==> src/rtl/ped_request_conditioner.sv <==
// Pedestrian push-button conditioner.
// Synchronizes and debounces the raw button, emits one ped_req pulse per
// pedestrian service, drives the WAIT lamp until walk starts, and holds a
// lockout after each walk so a held or bouncing button cannot re-trigger.
module ped_request_conditioner #(
  parameter int DEBOUNCE_CYCLES = 4,
  parameter int LOCKOUT_CYCLES  = 8
) (
  input  logic       clk,
  input  logic       reset_n,
  input  logic       btn_raw,
  input  logic       ped_walk,
  output logic       ped_req,
  output logic       req_pending,
  output logic [7:0] press_count
);

  typedef enum logic [2:0] {
    IDLE       = 3'd0,
    QUAL       = 3'd1,
    WAIT_SERVE = 3'd2,
    SERVING    = 3'd3,
    LOCKOUT    = 3'd4
  } state_t;

  // Terminal values of the two counters.
  localparam logic [7:0] DEB_LAST  = 8'(DEBOUNCE_CYCLES - 1);
  localparam logic [7:0] LOCK_LAST = 8'(LOCKOUT_CYCLES - 1);

  state_t     state_reg;
  logic [7:0] deb_cnt_reg;
  logic [7:0] lock_cnt_reg;
  logic       btn_meta_reg;
  logic       btn_s;

  // Two-flop synchronizer; only btn_s is used by the FSM.
  always_ff @(posedge clk or negedge reset_n) begin
    if (!reset_n) begin
      btn_meta_reg <= 1'b0;
      btn_s        <= 1'b0;
    end else begin
      btn_meta_reg <= btn_raw;
      btn_s        <= btn_meta_reg;
    end
  end

  // Request FSM with registered outputs. ped_req and req_pending are set
  // on the same edge that enters WAIT_SERVE, so they line up with the state.
  always_ff @(posedge clk or negedge reset_n) begin
    if (!reset_n) begin
      state_reg    <= IDLE;
      deb_cnt_reg  <= 8'd0;
      lock_cnt_reg <= 8'd0;
      ped_req      <= 1'b0;
      req_pending  <= 1'b0;
      press_count  <= 8'd0;
    end else begin
      // ped_req is a single-cycle pulse unless re-armed below.
      ped_req <= 1'b0;
      case (state_reg)
        IDLE: begin
          if (btn_s) begin
            state_reg   <= QUAL;
            deb_cnt_reg <= 8'd1;
          end
        end

        QUAL: begin
          if (!btn_s) begin
            // Any low sample restarts qualification.
            state_reg   <= IDLE;
            deb_cnt_reg <= 8'd0;
          end else if (deb_cnt_reg == DEB_LAST) begin
            state_reg   <= WAIT_SERVE;
            deb_cnt_reg <= 8'd0;
            ped_req     <= 1'b1;
            req_pending <= 1'b1;
            if (press_count != 8'hFF) begin
              press_count <= press_count + 8'd1;
            end
          end else begin
            deb_cnt_reg <= deb_cnt_reg + 8'd1;
          end
        end

        WAIT_SERVE: begin
          // Button activity is ignored while the request is outstanding.
          if (ped_walk) begin
            state_reg   <= SERVING;
            req_pending <= 1'b0;
          end
        end

        SERVING: begin
          if (!ped_walk) begin
            state_reg    <= LOCKOUT;
            lock_cnt_reg <= 8'd0;
          end
        end

        LOCKOUT: begin
          // Count up and hold at the end; a still-held button keeps us here.
          if (lock_cnt_reg != LOCK_LAST) begin
            lock_cnt_reg <= lock_cnt_reg + 8'd1;
          end else if (!btn_s) begin
            state_reg <= IDLE;
          end
        end

        default: begin
          state_reg    <= IDLE;
          deb_cnt_reg  <= 8'd0;
          lock_cnt_reg <= 8'd0;
          req_pending  <= 1'b0;
        end
      endcase
    end
  end

endmodule
==> config.mk <==
export PLATFORM = sky130hd
export DESIGN_NAME = ped_request_conditioner
export DESIGN_NICKNAME = d
export VERILOG_FILES = /design/src/rtl/ped_request_conditioner.sv
export SDC_FILE = /design/constraint.sdc
export NUM_CORES = 1
export LEC_CHECK = 0
export BUFFER_PORTS_ARGS = -buffer_cell sky130_fd_sc_hd__buf_2
export CAP_MARGIN = 40
export CELL_PAD_IN_SITES_DETAIL_PLACEMENT = 1
export CELL_PAD_IN_SITES_GLOBAL_PLACEMENT = 1
export CORE_ASPECT_RATIO = 0.75
export CORE_UTILIZATION = 49
export CTS_CLUSTER_DIAMETER = 200
export DETAILED_ROUTE_END_ITERATION = 6
export PLACE_DENSITY_LB_ADDON = 0.08
export SLEW_MARGIN = 0
export SYNTH_ARGS = -nofsm -noshare
export SYNTH_HDL_FRONTEND = slang
export SYNTH_SLANG_ARGS = --single-unit
==> constraint.sdc <==
create_clock -name clk -period 4 [get_ports clk]
set_input_delay 0.6 -clock clk [delete_from_list [all_inputs] [get_ports clk]]
set_output_delay 0.6 -clock clk [all_outputs]
set_load 0.005 [all_outputs]
# == After elaboration in Yosys (flattened, before gate mapping) ==
# Cells that the tools add are included.
# op_classes
n_bitwise,3
eq_ne,16
n_reduce_logical,9
n_addsub,3
muxes,22
# op_table
cell,n
$pmux W8 S3,2
$mux W8,5
$add A8 B1 Y8 const B,3
$mux W3,7
$ne A2 B2 Y1 const B,8
$pmux W3 S5,1
$reduce_or A3 Y1,3
$eq A8 B2 Y1 const B,1
$ne A8 B3 Y1 const B,1
$ne A8 B8 Y1 const B,1
$reduce_and A4 Y1,2
$eq A3 B2 Y1 const B,2
$mux W1,6
$reduce_and A6 Y1,1
$eq A3 B1 Y1 const B,1
$eq A3 B3 Y1 const B,1
$logic_not A3 Y1,1
$ne A3 B3 Y1 const B,1
$not A1 Y1,3
$pmux W1 S3,1
$reduce_and A3 Y1,1
$reduce_and A2 Y1,1
# totals
inputBits,4
elab_cells,61
register_bits,31
out_inout_bits,10

# == Logic depth before layout (Yosys ltp) ==
# Gate-level depths: netlist (run 1).
# depth
word_depth,4
ltp_mapped,6

# == Least setup slack after synthesis (run 1) ==
# OpenSTA, ideal clock, no wires.
# synth_timing
kind,flip-flop to flip-flop
startpoint,register deb_cnt_reg[0]
endpoint,register press_count[6]
arrival_ns,1.865
setup_slack_ns,2.008
required_ns,3.873
period_less_slack_ns,1.992
setup_ns,0.127
path_buffers,0
path_stages_with_launch,6
cell_sequence,dfrtp_1 ha_1 or4b_4 nor4_4 and3_1 mux2_1
# synth_between
elab_chain_cells,2
# synth_lines
item,line,rtl
"start, declared",31,logic [7:0] deb_cnt_reg;
"start signal, assigned",82,deb_cnt_reg <= deb_cnt_reg + 8'd1;
$eq A8 B2 Y1,73,end else if (deb_cnt_reg == DEB_LAST) begin
$reduce_and A4 Y1 (no line),n/a,
"end signal, assigned",79,press_count <= press_count + 8'd1;
"end, declared",15,output logic [7:0] press_count
# Every way passes these cells.
# A chain may end at the register's enable or synchronous reset.

# == Worst setup path in the final report (run 1) ==
# Same ends and word-level chain as after synthesis.

==> results of run 1 <==
[final cells by class]
type                    count  share of cell area
multi-input cells         121               0.445
flip-flops and latches     31               0.439
clock buffers               5              0.0390
repair buffers             13              0.0369
well taps                  38              0.0269
clock inverters             3             0.00850
inverters                   2             0.00425
[worst paths after layout]
check,start,end,slack [ns],cells past startpoint
min reg2reg,btn_meta_reg,btn_s,0.36,0
max in group asynchronous,reset_n,state_reg[1],3.20,1
max,deb_cnt_reg[0],press_count[6],1.88,5
min,reset_n,lock_cnt_reg[6],0.35,1
min in group clk,btn_meta_reg,btn_s,0.36,0
max reg2reg,deb_cnt_reg[0],press_count[6],1.88,5
[layer usage]
metal  GRT usage  wire, um  vias up
met5           0         0        -
met4       0.118        56        0
met3      0.0781       140        9
met2       0.391      1780       27
met1       0.333      1840      661
li1            -         -      627
[through the flow]
stage	setup WS [ns]	instance area, sq um
5_1_grt	1.74	1770
6_report	1.88	1770
3_5_place_dp	1.89	1680
2_1_floorplan	2.01	1590
3_3_place_gp	1.95	1680
4_1_cts	1.87	1770
[logic make-up (layout without fill, tap and decap cells)]
family                     after synthesis  count (layout)  share of synthesized area
and+or+nand+nor                         68              68                      0.250
DFF                                     31              31                      0.487
xor gates and xnor gates                 7               7                     0.0385
buffers and inverters                    6              23                     0.0189
AOI/OAI and AO/OA                       41              41                      0.167
adders and majority gates                3               3                     0.0236
muxes                                    2               2                     0.0141
[layout by cell type, fill, tap and decap left out, drive strengths merged, types with 3 or more instances in the layout]
| master | instances |
|---|---|
| dfrtp | 31 |
| nand2 | 13 |
| buf | 13 |
| nand3 | 10 |
| nor2 | 10 |
| o21ai | 10 |
| a21oi | 8 |
| xor2 | 7 |
| a31oi | 6 |
| nand4 | 5 |
| and3 | 5 |
| clkbuf | 5 |
| nor2b | 4 |
| or3 | 4 |
| nand2b | 4 |
| nor3 | 3 |
| ha | 3 |
| clkinv | 3 |
[where the power goes]
group,internal (mW),switching [mW],leakage (nW)
sequential,0.359,0.0798,0.421
clock,0.119,0.126,0.0477
combinational,0.101,0.145,0.366
==> flow_summary.ini, run 1 <==
[route]
drc = 0
viasPerCell = 6.22
drt-initial-drc-count = 118
drt-total-wl_mm = 3.82
ant_nets = 0
routedWlPerCell_um = 17.9
dr.pass1.iters = 4
via_count = 1324

[cells_and_area]
fin_util = 0.585
num_antenna_cells = 0
multi_input_area_sq_um = 786
areaGrowthSynthToFinish_pct = 10.9
final_nets = 181
num-fill-cells = 346
drive_gt1_frac = 0.149
instances_no_fill = 213
seq_area_sq_um = 776

[global_route]
grt_start_max_net_pins = 32
grt_overflow = 0
grt_first_pass_wirelength_mm = 6.33
gr-usage-all-layers = 0.257
antenna_found_initial = 0
grt_pass1_vias = 1333

[synthesis]
synthTopCellsByArea = dfrtp_1 (49%), xor2_1 (3.9%), nand3_1 (3.1%)
avgSynthCellArea_sq_um = 10.1
synth-edff-count = 0
synth_top_area_frac = 0.487
synth_cell_types = 38
synth_common_cells = dfrtp_1 (31), nand2_1 (13), nand3_1 (10), nor2_1 (10), o21ai_0 (10)
synth_top_area_cell = dfrtp_1
mappedNetlistArea_sq_um = 1590
yosysMostFrequentCell = dfrtp_1
ys_ff_latch = 31
yosys_warnings = 0
syn_nets = 165
async_flop_share = 1.00
seq_area_frac_synth = 0.487
synth_flop_cell = dfrtp_1
synth_cells = 158

[power_and_ir_drop]
p_leak_nw = 0.834
p_per_area_nw_per_um2 = 527
max-vdd-ir-drop_mv = 0.391
p_total_mw = 0.930

[floorplan]
die_h_um = 51.4
start_util = 0.527
dieArea_sq_um = 3480
io_pins = 14
core_sq_um = 3020
num_rows = 17
dieWidth_um = 67.8

[clock_network]
cts_hold_buf = 0
htreeDepth = 2
worstSkewPairLatency_ns = 0.29
cts-resized-gates = 0
clk_pin_slew_ns = 0.07
clock-root-buffer = clkbuf_8
cts_tree = done
cts_buffer_depth = 2
cts_setup_buffers = 0
cts_made_buffers = 5
clock-sinks = 31

[critical_path]
crit_fanout = 6
worstSetupEndpointType = flip-flop
cp_num_buf_inv = 0
cp.required_ns = 4.18
crit_path_cell_trace = ha_1, or4b_4, nor4_4, and3_1, mux2_1
cp_data_arrival_time_ns = 2.30
cp_slowest_cell = or4b_4
critPathKind = reg2reg
cp_top_family = simple AND/OR/NAND/NOR gates
cpPeakStageDelay_ns = 0.50
setup.worst_path.start_class = flip-flop

[placement]
dp.final_hpwl_mm = 2.72
io_buffers = 13
gp_congestion = 0.728
dp.cells = 205

[run]
cap_violations = 0

[sta]
max_freq_ghz = 0.471
fin_hold_ws_ns = 0.347
final-max-slew-violation-count = 0
post-route-period-util = 0.530
worst_slew_pin_slew_ns = 0.738
relSlewSlack = 0.508
rsz0062_at_grt = false
period_minus_slack_ns = 2.12
setup_viol = 0
fin_tns_setup_ns = 0
finalHoldViolCount = 0
fin_skew_ns = 0.00807

[run_status]
status = completed

[hold_path]
min_path_type = in2async
Power figures use the tool's default switching activity.
==> inputs of run 2 (changes only) <==
ABC_AREA = 1   (was not set)
CORE_UTILIZATION = 43   (was 49)
clock period = 2.2 ns   (was 4 ns; I/O delays follow)
==> run 2 against run 1 <==
  * Global-route usage down 2.6 points
  * Core utilization fell by 6.6 points
  * Critical path depth up 3
  * Cell count rose by 45%
  * Synthesized cell count grew 50%
  * Via count is 15% higher
  * First-iteration DRC count is 58% lower
  * Design area rose by 11%
  * Maximum frequency rose by 25%
  * Critical endpoint is now press_count[5]
  * Critical path type unchanged
  * Routed wire length is 7.0% higher
  * Combinational power is 140% higher
==> flow_summary.ini, run 2 <==
[power_and_ir_drop]
comb_power_share = 0.319
clockPowerShare = 0.268
seqPwrFrac = 0.413
swShare = 0.394
max-vdd-ir-drop_mv = 0.531
p_total_mw = 1.88
p_int_mw = 1.14
p_switching_mw = 0.741
p_leak_nw = 1.04
p_per_area_nw_per_um2 = 958

[cells_and_area]
finalInstanceArea_sq_um = 1960
num_antenna_cells = 0
most-common-layout-cells = nand2_1 (73), inv_1 (33), dfrtp_1 (31)
fin_util = 0.519
areaGrowthSynthToFinish_pct = 12.1
final_common_cell = nand2_1
final_nets = 262
drive_gt1_frac = 0.105

[synthesis]
synth_flop_cell = dfrtp_1
synth_top_area_frac = 0.443
synth_top_area_cell = dfrtp_1
syn_nets = 244
avgSynthCellArea_sq_um = 7.38
synth-edff-count = 0
mappedNetlistArea_sq_um = 1750
yosys_warnings = 0
ys_ff_latch = 31
synth_cells = 237
synth_cell_types = 21
yosysMostFrequentCell = nand2_1
seq_area_frac_synth = 0.443
synthTopCellsByArea = dfrtp_1 (44%), nand2_1 (16%), inv_1 (7.1%)
synth_common_cells = nand2_1 (73), inv_1 (33), dfrtp_1 (31), nor2_1 (30), nand3_1 (17)
async_flop_share = 1.00

[clock_network]
cts_hold_buf = 0
cts_buffer_depth = 2
worstSkewPairLatency_ns = 0.29
clock-sinks = 31
clk_pin_slew_ns = 0.07
cts_tree = done
clock-root-buffer = clkbuf_8
cts-resized-gates = 0
cts_made_buffers = 5
htreeDepth = 2
cts_setup_buffers = 0

[sta]
max_freq_ghz = 0.589
setup_viol = 0
final-max-slew-violation-count = 0
rsz0062_at_grt = false
post-route-period-util = 0.771
fin_tns_setup_ns = 0
fin_skew_ns = 0.00617
finalHoldViolCount = 0
worst_slew_pin_slew_ns = 0.700
period_minus_slack_ns = 1.70
relSlewSlack = 0.533

[global_route]
gr-usage-all-layers = 0.231
grt_start_max_net_pins = 32
antenna_found_initial = 0
grt_pass1_vias = 1584
grt_first_pass_wirelength_mm = 7.29
grt_overflow = 0

[floorplan]
io_pins = 14
die_h_um = 57.2
start_util = 0.463
core_sq_um = 3780
dieWidth_um = 75.6
num_rows = 19
dieArea_sq_um = 4330

[route]
dr.pass1.iters = 4
drc = 0
routedWlPerCell_um = 13.3
via_count = 1529
drt-total-wl_mm = 4.08
ant_nets = 0
drt-initial-drc-count = 50
viasPerCell = 4.96

[placement]
gp_congestion = 0.754
place_area_sq_um = 1860
dp.final_hpwl_mm = 3.00
io_buffers = 13

[run]
cap_violations = 0

[critical_path]
cp_data_arrival_time_ns = 1.88
critPathKind = reg2reg
cp.required_ns = 2.38
crit_fanout = 12
worstSetupEndpointType = flip-flop
setup.worst_path.start_class = flip-flop

[hold_path]
min_path_type = in2async

[run_status]
status = completed
[run 2: changes by cell type after synthesis, sizes merged, moves of 6 or more]
| cell | previous run | this run |
|---|---|---|
| nand2 | 13 | 75 |
| inv | 2 | 34 |
| nor2 | 10 | 31 |
| a21oi | 8 | 0 |
| nand3 | 10 | 17 |
| o21ai | 10 | 17 |
| a31oi | 6 | 0 |
[run 2: worst max-delay path, stage by stage, from the launching register on]
cell,delay (ns)
dfrtp_1,0.38
ha_1,0.22
nand2_1,0.08
nor2_1,0.17
nand2_1,0.15
nor2_4,0.29
inv_1,0.15
nand2_1,0.09
nand2_1,0.06
[run 2: path summary, 6_finish.rpt]
check / endpoint / from / depth (start not counted) / slack [ns]
min in group clk: btn_meta_reg / btn_raw / 1 / 0.15
setup / recovery: press_count[5] / deb_cnt_reg[0] / 8 / 0.50
setup reg to reg: press_count[5] / deb_cnt_reg[0] / 8 / 0.50
hold / removal: ped_req / reset_n / 1 / 0.08
max in group asynchronous: lock_cnt_reg[3] / reset_n / 1 / 1.66
hold reg to reg: btn_s / btn_meta_reg / 0 / 0.36
[run 2: cell families after synthesis]
kind of cell | after synthesis | synth area share
flops | 31 | 0.443
simple gates | 138 | 0.340
xor+xnor | 9 | 0.0494
buf+inv | 37 | 0.0880
fa+ha+maj | 3 | 0.0215
compound gates | 19 | 0.0572
[run 2: layout make-up]
cell class,count,area (sq um)
repair buffers,14,72.6
fillers,484,1820
flip-flops and latches,31,776
multi-input cells,169,820
well taps,52,65.1
clock buffers,8,100
inverters,34,128
[run 2: power by group through the flow]
stage,Clock [mW],Sequential [mW],Combinational [mW]
floorplan,0,0.741,0.465
global placement,0,0.784,0.584
detailed placement,0,0.786,0.604
CTS,0.521,0.777,0.606
global route,0.533,0.796,0.692
finish,0.503,0.776,0.599
[run 2: routing by layer]
metal	up-vias	global-route usage	share of wire
met5	-	0	0
met4	0	0.103	0.021
met3	7	0.0530	0.033
met2	22	0.355	0.43
met1	720	0.313	0.51
li1	780	-	-
[run 2: per-stage QoR]
stage | instances | hold slack [ns] | worst slack [ns]
6_report | 308 | 0.0806 | 0.503
4_1_cts | 308 | 0.108 | 0.487
3_3_place_gp | 300 | 0.333 | 0.578
5_1_grt | 308 | 0.140 | 0.281
2_1_floorplan | 237 | 0.0344 | 0.823
3_5_place_dp | 300 | 0.350 | 0.510
==> inputs of run 3 (changes only) <==
CORE_UTILIZATION = 39   (was 43)
clock period = 1.42 ns   (was 2.2 ns; I/O delays follow)
==> run 3 against run 2 <==
  * Die area is 9.9% higher
  * Via count is 8.8% higher
  * Sequential power is 49% higher
  * Critical path type unchanged
  * Largest power group is now combinational cells
  * Highest routed layer unchanged
==> flow_summary.ini, run 3 (same netlist as run 2, synthesis figures left out) <==
[global_route]
grt_overflow = 0
antenna_found_initial = 0
grt_start_max_net_pins = 32
gr-usage-all-layers = 0.227
grt_pass1_vias = 1706
grt_first_pass_wirelength_mm = 7.94

[sta]
relSlewSlack = 0.832
final-max-slew-violation-count = 0
fin_tns_setup_ns = 0
setup_viol = 0
max_freq_ghz = 0.713
fin_skew_ns = 0.00462
period_minus_slack_ns = 1.40
finalHoldViolCount = 0
setup_ws_ns = 0.0184
post-route-period-util = 0.987
fin_hold_ws_ns = 0.0348
worst_slew_pin_slew_ns = 0.251
rsz0062_at_grt = true

[cells_and_area]
num-fill-cells = 536
final_nets = 295
multi_input_area_sq_um = 937
final_common_cell = nand2_1
num_antenna_cells = 0
areaGrowthSynthToFinish_pct = 34.4
seq_area_sq_um = 778
finalInstanceArea_sq_um = 2350
instances_no_fill = 344
most-common-layout-cells = nand2_1 (63), inv_1 (29), dfrtp_1 (29)
fin_util = 0.563
drive_gt1_frac = 0.311

[critical_path]
setup.worst_path.start_class = flip-flop
worstSetupEndpointType = flip-flop
critPathKind = reg2reg
crit_fanout = 7
cp_data_arrival_time_ns = 1.62
cp.required_ns = 1.64

[route]
drt-initial-drc-count = 63
dr.pass1.iters = 4
ant_nets = 0
routedWlPerCell_um = 13.7
viasPerCell = 4.83
via_count = 1663
drc = 0
drt-total-wl_mm = 4.71

[placement]
place_area_sq_um = 2070
dp.final_hpwl_mm = 3.29
dp.cells = 329
post-place-ws_ns = -0.00302
gp_congestion = 0.765
io_buffers = 13

[clock_network]
clk_pin_slew_ns = 0.07
cts_buffer_depth = 2
worstSkewPairLatency_ns = 0.29
clock-sinks = 31
htreeDepth = 2
clock-root-buffer = clkbuf_8
cts_made_buffers = 5
cts_tree = done

[floorplan]
num_rows = 20
die_h_um = 60
dieWidth_um = 79.3
start_util = 0.419
core_sq_um = 4180
dieArea_sq_um = 4760
io_pins = 14

[power_and_ir_drop]
p_per_area_nw_per_um2 = 1430
p_leak_nw = 1.23
max-vdd-ir-drop_mv = 0.631
p_total_mw = 3.37

[hold_path]
min_path_type = in2reg

[run]
cap_violations = 0

[run_status]
status = completed
run 3: cell types whose count changed in the layout (fill, tap and decap cells not counted), sizes merged:
| cell | change |
|---|---|
| buf | +31 |
| nand2 | +1 |
| dlygate4sd3 | +1 |
run 3: worst paths after layout:
kind                       cells past startpoint  slack, ns             end      startpoint
min in group asynchronous                      3       0.42         ped_req         reset_n
hold reg to reg                                0       0.35           btn_s    btn_meta_reg
max in group asynchronous                      3       0.83    state_reg[1]         reset_n
hold / removal                                 1       0.03    btn_meta_reg         btn_raw
setup reg to reg                               9       0.02  press_count[7]  press_count[0]
setup / recovery                               9       0.02  press_count[7]  press_count[0]
run 3: timing repair:
action | 4_1_cts | 5_1_grt
hold buffers | 1 | 0
pin swaps | 1 | 14
gates resized for setup | 4 | 39
hold endpoints to repair | 31 | 0
setup buffers | 0 | 5
setup endpoints to repair | 7 | 27
gates cloned | 0 | 1
run 3: where the power goes:
part,leakage [nW],switching [mW],internal [mW]
Clock,0.0515,0.342,0.442
Combinational,0.762,0.835,0.591
Sequential,0.418,0.138,1.02
run 3: area by class of cell:
| class | instances | share of cell area |
|---|---|---|
| Multi-Input combinational cell | 170 | 0.399 |
| Tap cell | 55 | 0.0293 |
| Timing Repair Buffer | 46 | 0.144 |
| Inverter | 34 | 0.0543 |
| Sequential cell | 31 | 0.331 |
| Clock buffer | 8 | 0.0426 |
run 3: metal layers:
metal | part of all wire | GRT usage | vias up
li1 | - | - | 850
met1 | 0.53 | 0.316 | 794
met2 | 0.44 | 0.347 | 15
met3 | 0.020 | 0.0595 | 4
met4 | 0.0098 | 0.0701 | 0
met5 | 0 | 0 | -
run 3: critical path: stages, from the launching register on:
cell and delay, ns:
dfrtp_1 0.40, ha_2 0.19, inv_2 0.09, nor2_4 0.06, nand2_2 0.06, nand2_2 0.05
nor2_4 0.19, buf_6 0.17, nand2_2 0.05, o21ai_1 0.06
